**config.mk**
```make
export PLATFORM = sky130hd
export DESIGN_NAME = alu_mc_flat
export DESIGN_NICKNAME = d
export VERILOG_FILES = /design/src/rtl/alu_mc_if.sv /design/src/rtl/alu_mc.sv /design/src/flat_wrapper.sv
export SDC_FILE = /design/constraint.sdc
export NUM_CORES = 1
export LEC_CHECK = 0
export BUFFER_PORTS_ARGS = -buffer_cell sky130_fd_sc_hd__buf_2
export CORE_MARGIN = 5
export CORE_UTILIZATION = 28
export CTS_CLUSTER_SIZE = 28
export DETAILED_ROUTE_END_ITERATION = 6
export HOLD_SLACK_MARGIN = 0.02
export SETUP_SLACK_MARGIN = 0.02
export SYNTH_ARGS = -nofsm -noshare
export SYNTH_HDL_FRONTEND = slang
export SYNTH_SLANG_ARGS = --single-unit
```
**constraint.sdc**
```tcl
create_clock -name clk -period 5.75 [get_ports clk]
set_input_delay 0.8625 -clock clk [delete_from_list [all_inputs] [get_ports clk]]
set_output_delay 0.8625 -clock clk [all_outputs]
set_load 0.02 [all_outputs]
```
**src/rtl/alu_mc_if.sv**
```systemverilog
// Request/result bus of the multi-cycle ALU.
//
// Handshake: a request transfers on a rising clk edge where in_valid and
// in_ready are both high; opcode and operands are sampled on that edge
// only. A result transfers on a rising edge where out_valid and out_ready
// are both high; out/zero are held stable while out_valid is high and
// out_ready is low. in_ready never depends combinationally on in_valid, and
// out_valid never depends on out_ready.
interface alu_mc_if #(
    parameter int WIDTH = 32
) ();
    logic             in_valid;
    logic             in_ready;
    logic [3:0]       ALU_Operation;
    logic [WIDTH-1:0] rd1;
    logic [WIDTH-1:0] rd2;
    logic             out_valid;
    logic             out_ready;
    logic [WIDTH-1:0] out;
    logic             zero;
    logic             busy;
    logic [1:0]       dbg_state;

    // Requester / result consumer side.
    modport master (
        output in_valid,
        output ALU_Operation,
        output rd1,
        output rd2,
        output out_ready,
        input  in_ready,
        input  out_valid,
        input  out,
        input  zero,
        input  busy,
        input  dbg_state
    );

    // ALU side.
    modport slave (
        input  in_valid,
        input  ALU_Operation,
        input  rd1,
        input  rd2,
        input  out_ready,
        output in_ready,
        output out_valid,
        output out,
        output zero,
        output busy,
        output dbg_state
    );
endinterface

```
**src/rtl/alu_mc.sv**
```systemverilog
// Multi-cycle ALU between register-file read and writeback.
// Single-cycle ops (logic, add/sub, shifts, compares, divide-by-zero) finish
// one edge after accept. MUL/MULHU run a shift-add multiply and DIVU/REMU a
// restoring divide, one bit per cycle for WIDTH cycles, both on one shared
// 2*WIDTH register. The result is held in DONE until the consumer takes it.
module alu_mc #(
    parameter int WIDTH   = 32,
    parameter int SHAMT_W = $clog2(WIDTH)
) (
    input logic     clk,
    input logic     n_rst,
    alu_mc_if.slave bus
);

    localparam int CNT_W = $clog2(WIDTH);
    localparam logic [CNT_W-1:0] LAST_STEP = CNT_W'(WIDTH - 1);

    localparam logic [1:0] S_IDLE = 2'd0;
    localparam logic [1:0] S_MUL  = 2'd1;
    localparam logic [1:0] S_DIV  = 2'd2;
    localparam logic [1:0] S_DONE = 2'd3;

    localparam logic [3:0] OP_AND  = 4'b0000;
    localparam logic [3:0] OP_OR   = 4'b0001;
    localparam logic [3:0] OP_ADD  = 4'b0010;
    localparam logic [3:0] OP_XOR  = 4'b0011;
    localparam logic [3:0] OP_SLL  = 4'b0100;
    localparam logic [3:0] OP_SRL  = 4'b0101;
    localparam logic [3:0] OP_SUB  = 4'b0110;
    localparam logic [3:0] OP_SRA  = 4'b0111;
    localparam logic [3:0] OP_SLT  = 4'b1000;
    localparam logic [3:0] OP_SLTU = 4'b1001;
    localparam logic [3:0] OP_DIVU = 4'b1100;
    localparam logic [3:0] OP_REMU = 4'b1101;

    logic [1:0]         state;
    logic [CNT_W-1:0]   cnt;
    logic               hi_sel;     // MULHU / REMU: take the upper half
    logic [WIDTH-1:0]   a_q;        // latched multiplicand
    logic [WIDTH-1:0]   b_q;        // latched divisor
    logic [2*WIDTH-1:0] prod;       // {acc, multiplier} or {remainder, quotient}
    logic [WIDTH-1:0]   out_q;
    logic               zero_q;

    logic [SHAMT_W-1:0] shamt;
    logic [WIDTH-1:0]   quick;
    logic               is_mul;
    logic               is_div;
    logic               div_zero;

    logic [WIDTH:0]     mul_sum;
    logic [2*WIDTH-1:0] mul_next;
    logic [WIDTH-1:0]   mul_sel;

    logic [WIDTH:0]     div_shift;
    logic [WIDTH:0]     div_diff;
    logic               div_ge;
    logic [2*WIDTH-1:0] div_next;
    logic [WIDTH-1:0]   div_sel;

    assign shamt    = bus.rd2[SHAMT_W-1:0];
    assign is_mul   = (bus.ALU_Operation[3:1] == 3'b101);
    assign is_div   = (bus.ALU_Operation[3:1] == 3'b110);
    assign div_zero = (bus.rd2 == '0);

    // Result of every op that completes on the accept edge. DIVU/REMU rows
    // only matter for a zero divisor; MUL/MULHU and 1110/1111 give 0 here.
    always_comb begin
        quick = '0;
        case (bus.ALU_Operation)
            OP_AND:  quick = bus.rd1 & bus.rd2;
            OP_OR:   quick = bus.rd1 | bus.rd2;
            OP_ADD:  quick = bus.rd1 + bus.rd2;
            OP_SUB:  quick = bus.rd1 - bus.rd2;
            OP_XOR:  quick = bus.rd1 ^ bus.rd2;
            OP_SLL:  quick = bus.rd1 << shamt;
            OP_SRL:  quick = bus.rd1 >> shamt;
            OP_SRA:  quick = $unsigned($signed(bus.rd1) >>> shamt);
            OP_SLT:  quick = {{(WIDTH-1){1'b0}}, ($signed(bus.rd1) < $signed(bus.rd2))};
            OP_SLTU: quick = {{(WIDTH-1){1'b0}}, (bus.rd1 < bus.rd2)};
            OP_DIVU: quick = '1;
            OP_REMU: quick = bus.rd1;
            default: quick = '0;
        endcase
    end

    // One shift-add multiply step: add the multiplicand into the upper half
    // when the current multiplier bit is set, then shift the pair right.
    always_comb begin
        mul_sum  = {1'b0, prod[2*WIDTH-1:WIDTH]} + (prod[0] ? {1'b0, a_q} : {(WIDTH+1){1'b0}});
        mul_next = {mul_sum, prod[WIDTH-1:1]};
        mul_sel  = hi_sel ? mul_next[2*WIDTH-1:WIDTH] : mul_next[WIDTH-1:0];
    end

    // One restoring-divide step. The remainder stays below the divisor, so
    // the shifted value is below twice the divisor and the borrow bit of the
    // WIDTH+1 subtraction is an exact "shifted < divisor" flag.
    always_comb begin
        div_shift = {prod[2*WIDTH-1:WIDTH], prod[WIDTH-1]};
        div_diff  = div_shift - {1'b0, b_q};
        div_ge    = ~div_diff[WIDTH];
        div_next  = div_ge ? {div_diff[WIDTH-1:0], prod[WIDTH-2:0], 1'b1}
                           : {div_shift[WIDTH-1:0], prod[WIDTH-2:0], 1'b0};
        div_sel   = hi_sel ? div_next[2*WIDTH-1:WIDTH] : div_next[WIDTH-1:0];
    end

    // Control FSM plus datapath registers; reset aborts any operation.
    always_ff @(posedge clk or negedge n_rst) begin
        if (!n_rst) begin
            state  <= S_IDLE;
            cnt    <= '0;
            hi_sel <= 1'b0;
            a_q    <= '0;
            b_q    <= '0;
            prod   <= '0;
            out_q  <= '0;
            zero_q <= 1'b1;
        end else begin
            case (state)
                S_IDLE: begin
                    if (bus.in_valid) begin
                        a_q    <= bus.rd1;
                        b_q    <= bus.rd2;
                        hi_sel <= bus.ALU_Operation[0];
                        cnt    <= '0;
                        if (is_mul) begin
                            prod  <= {{WIDTH{1'b0}}, bus.rd2};
                            state <= S_MUL;
                        end else if (is_div && !div_zero) begin
                            prod  <= {{WIDTH{1'b0}}, bus.rd1};
                            state <= S_DIV;
                        end else begin
                            out_q  <= quick;
                            zero_q <= (quick == '0);
                            state  <= S_DONE;
                        end
                    end
                end
                S_MUL: begin
                    prod <= mul_next;
                    cnt  <= cnt + 1'b1;
                    if (cnt == LAST_STEP) begin
                        out_q  <= mul_sel;
                        zero_q <= (mul_sel == '0);
                        state  <= S_DONE;
                    end
                end
                S_DIV: begin
                    prod <= div_next;
                    cnt  <= cnt + 1'b1;
                    if (cnt == LAST_STEP) begin
                        out_q  <= div_sel;
                        zero_q <= (div_sel == '0);
                        state  <= S_DONE;
                    end
                end
                S_DONE: begin
                    if (bus.out_ready) begin
                        state <= S_IDLE;
                    end
                end
                default: state <= S_IDLE;
            endcase
        end
    end

    assign bus.in_ready  = (state == S_IDLE);
    assign bus.out_valid = (state == S_DONE);
    assign bus.busy      = (state != S_IDLE);
    assign bus.out       = out_q;
    assign bus.zero      = zero_q;
    assign bus.dbg_state = state;

endmodule

```
**src/flat_wrapper.sv**
```systemverilog
// flat-port wrapper written by rule: the top's interface ports become plain ports
module alu_mc_flat 
#(
    parameter int WIDTH   = 32,
    parameter int SHAMT_W = $clog2(WIDTH)
)
  (clk, n_rst, bus_in_valid, bus_ALU_Operation, bus_rd1, bus_rd2, bus_out_ready, bus_in_ready, bus_out_valid, bus_out, bus_zero, bus_busy, bus_dbg_state);
  alu_mc_if #(.WIDTH(WIDTH)) bus_i ();
  input logic clk;
  input logic n_rst;
  input wire logic [$bits(bus_i.in_valid)-1:0] bus_in_valid;
  input wire logic [$bits(bus_i.ALU_Operation)-1:0] bus_ALU_Operation;
  input wire logic [$bits(bus_i.rd1)-1:0] bus_rd1;
  input wire logic [$bits(bus_i.rd2)-1:0] bus_rd2;
  input wire logic [$bits(bus_i.out_ready)-1:0] bus_out_ready;
  output wire logic [$bits(bus_i.in_ready)-1:0] bus_in_ready;
  output wire logic [$bits(bus_i.out_valid)-1:0] bus_out_valid;
  output wire logic [$bits(bus_i.out)-1:0] bus_out;
  output wire logic [$bits(bus_i.zero)-1:0] bus_zero;
  output wire logic [$bits(bus_i.busy)-1:0] bus_busy;
  output wire logic [$bits(bus_i.dbg_state)-1:0] bus_dbg_state;
  assign bus_i.in_valid = bus_in_valid;
  assign bus_i.ALU_Operation = bus_ALU_Operation;
  assign bus_i.rd1 = bus_rd1;
  assign bus_i.rd2 = bus_rd2;
  assign bus_i.out_ready = bus_out_ready;
  assign bus_in_ready = bus_i.in_ready;
  assign bus_out_valid = bus_i.out_valid;
  assign bus_out = bus_i.out;
  assign bus_zero = bus_i.zero;
  assign bus_busy = bus_i.busy;
  assign bus_dbg_state = bus_i.dbg_state;
  alu_mc #(.WIDTH(WIDTH), .SHAMT_W(SHAMT_W)) u_core (.clk(clk), .n_rst(n_rst), .bus(bus_i));
endmodule
```
==> results.json <==
{
  "initial_utilization_pct": 28.2,
  "tns_ns": 0,
  "synthArstFlopShare_pct": 100,
  "finalHoldViolCount": 0,
  "p_seq_share_pct": 18.7,
  "path_class": "reg -> reg",
  "utilization_pct": 31.4,
  "clkTransAtPathRegs_ns": 0.08,
  "clkPwrFrac_pct": 9.7,
  "rows": 106,
  "worstSetupEndpointType": "flop",
  "synth-seq-cells": 169,
  "clock_path_buffers": 2,
  "fin_cells": 4258,
  "cp.required_ns": 6.16,
  "status": "finished, final reports clean",
  "wl_um": 122000,
  "grtUsageTotal_pct": 25.8,
  "slowest_stage": "and4_1",
  "p_int_mw": 5.24,
  "ys_types": 100,
  "gp_congestion": 1.08,
  "synth_edf_count": 0,
  "cts_setup_buffers": 0,
  "insertion_delay_ns": 0.46,
  "fillers": 9126,
  "hold_ws_ns": 0.447,
  "fmax_ghz": 0.186,
  "fin_skew_ns": 0.0132,
  "clockRootBuffer": "clkbuf_16",
  "htreeDepth": 4,
  "layout_common_cells": "nand2_1 (355), o21ai_0 (250), a21oi_1 (250)",
  "layout-drive-gt1-share_pct": 13.6,
  "slew_viol_final": 0,
  "comb_power_share_pct": 71.7,
  "nets": 3409,
  "syn_inst": 3153,
  "io_buffers": 109,
  "cts_buffers": 17,
  "layout_commonest_cell": "nand2_1",
  "cts_tree": "done",
  "yosysSeqAreaShare_pct": 17.9,
  "slowest_delay_ns": 0.69,
  "rsz0062_at_grt": "no",
  "crit_chain": "inv_1, ha_1, inv_1, fa_1, a211oi_1, o21a_1, a211o_1, a211o_1, and4_1, o21ai_0, a31oi_1, o2111ai_1, nor4_1, and4b_1, a41o_1, a211o_1",
  "finalCritPeriodShare_pct": 93.7,
  "dr.pass1.iters": 6,
  "critPathMaxFanout": 13,
  "drc": 0,
  "dp.cells": 4225,
  "crit_top_cell": "a211o_1",
  "peakVddDrop_mv": 0.374,
  "num_vias": 27000,
  "synth_nets": 3398,
  "wl_per_cell_um": 28.8,
  "grt_pass1_vias": 25500,
  "yosys_warnings": 0,
  "dp_hpwl_um": 96900,
  "cts_hold_buffers": 0,
  "postRouteAntennaNets": 0,
  "finalCriticalPeriod_ns": 5.39,
  "p_sw_share_pct": 58.3,
  "clock-sinks": 169,
  "via_per_inst": 6.34,
  "die_y_um": 300,
  "min_path_type": "in -> async",
  "worst_pin_slew_ns": 1.22,
  "drt-initial-drc-count": 3548,
  "area_delta_synth_final_pct": 11.1,
  "setup_viol": 0,
  "io_pins": 110,
  "avgSynthCellArea_um2": 7.48,
  "die_width_um": 300,
  "grt_max_degree": 95,
  "power.total_mw": 12.6,
  "p_leak_nw": 11.1,
  "p_per_area_nw_per_um2": 479,
  "antenna_found_initial": 3,
  "grt_overflow": 0,
  "slew_headroom_pct": 18.1,
  "grt_pass1_wl_um": 176000,
  "crit_path_start_kind": "flop",
  "ctsResizeCount": 0,
  "synth-main-ff-cell": "dfrtp_1",
  "syn_area_um2": 23600,
  "core_area_um2": 83600,
  "worstPathArrival_ns": 5.80,
  "die_area_um2": 90200,
  "maxCapViolations": 0,
  "power.switching_mw": 7.32
}
[critical path: cells and delay by family (launching register included)]
family / cells / cell delay [ns]
and+or+nand+nor: 3 / 1.34
DFF: 1 / 0.53
buffers and inverters: 2 / 0.35
AOI/OAI and AO/OA: 9 / 2.40
adders and majority gates: 2 / 0.70
[cells by family (layout without fill, tap and decap cells)]
group	Yosys count	count (layout)	synth area share [%]
buffers and inverters	410	434	6.89
other	0	1	0
DFF	169	169	17.9
AOI/OAI and AO/OA	1146	1146	32.7
and+or+nand+nor	1039	1039	21.1
muxes	153	153	9.74
adders and majority gates	173	173	9.30
xor gates and xnor gates	63	63	2.34
[synthesized netlist by cell type (43+ instances only)]
library cell    n  area share, %
inv_1         153            2.4
a21o_1         45            1.4
a21oi_1       250            5.3
and2_1         48            1.3
nand2_1       356            5.7
a211oi_1       80            2.5
ha_1          169            9.0
nor3_1         61            1.3
nand3_1        64            1.4
mux2i_1        57            2.4
nor2b_1        43            1.1
o211ai_1       48            1.5
nor2_1        245            3.9
clkbuf_1      197            3.1
o31ai_1        56            1.8
mux4_2         57            5.4
o21ai_0       250            5.3
a221oi_1       51            1.9
dfrtp_1       168             18
[cell type report]
type / count / area (µm²) / share of cell area [%]
diodes: 1 / 2.50 / 0.00955
clock buffers: 18 / 439 / 1.68
clock inverters: 14 / 146 / 0.559
inverters: 156 / 586 / 2.23
multi-input cells: 2574 / 17800 / 67.9
flip-flops and latches: 169 / 4230 / 16.2
well taps: 1080 / 1350 / 5.16
repair buffers: 246 / 1650 / 6.29
[path summary, 6_finish.rpt]
path / depth (start not counted) / slack [ns] / endpoint / startpoint
worst max-delay path: 16 / 0.36 / u_core.bus.zero / u_core.prod[31]
worst min-delay path: 1 / 0.45 / u_core.prod[39] / n_rst
worst max register to register: 16 / 0.36 / u_core.bus.zero / u_core.prod[31]
worst min register to register: 2 / 0.47 / u_core.bus.out[6] / u_core.bus.out[6]
max in group asynchronous: 2 / 4.05 / u_core.hi_sel / n_rst
min in group clk: 2 / 0.47 / u_core.bus.out[6] / u_core.bus.out[6]
[routing by layer]
layer | vias up | GRT usage [%] | share of wire (%)
met5 | - | 0 | 0
met4 | 0 | 15.0 | 7.2
met3 | 387 | 3.88 | 9.1
met2 | 1826 | 39.8 | 43
met1 | 12900 | 34.4 | 41
li1 | 11800 | - | -
[state kept, by name (all words and copies together) (netlist names)]
signal	cells
u_core.prod	64
u_core.cnt	5
u_core.bus.zero	1
u_core.a_q	32
u_core.b_q	32
u_core.hi_sel	1
u_core.bus.out	32
u_core.bus.dbg_state	2
[power groups by stage]
stage                     logic, mW  clock network, mW  registers (mW)
after detailed placement       8.71                  0            2.34
final                          9.00               1.21            2.34
after CTS                      8.76               1.23            2.32
after global placement         8.73                  0            2.32
after global routing           9.55               1.28            2.39
after floorplan                5.64                  0            2.17
[stage by stage]
| step | worst slack (ns) | area, µm² |
|---|---|---|
| 6_report | 0.363 | 26200 |
| 5_1_grt | 0.246 | 26200 |
| 4_1_cts | 0.531 | 26200 |
| 3_5_place_dp | 0.222 | 25600 |
| 3_3_place_gp | 0.295 | 25600 |
| 2_1_floorplan | 0.755 | 23600 |
No activity file was read; power rests on OpenSTA's default activity.
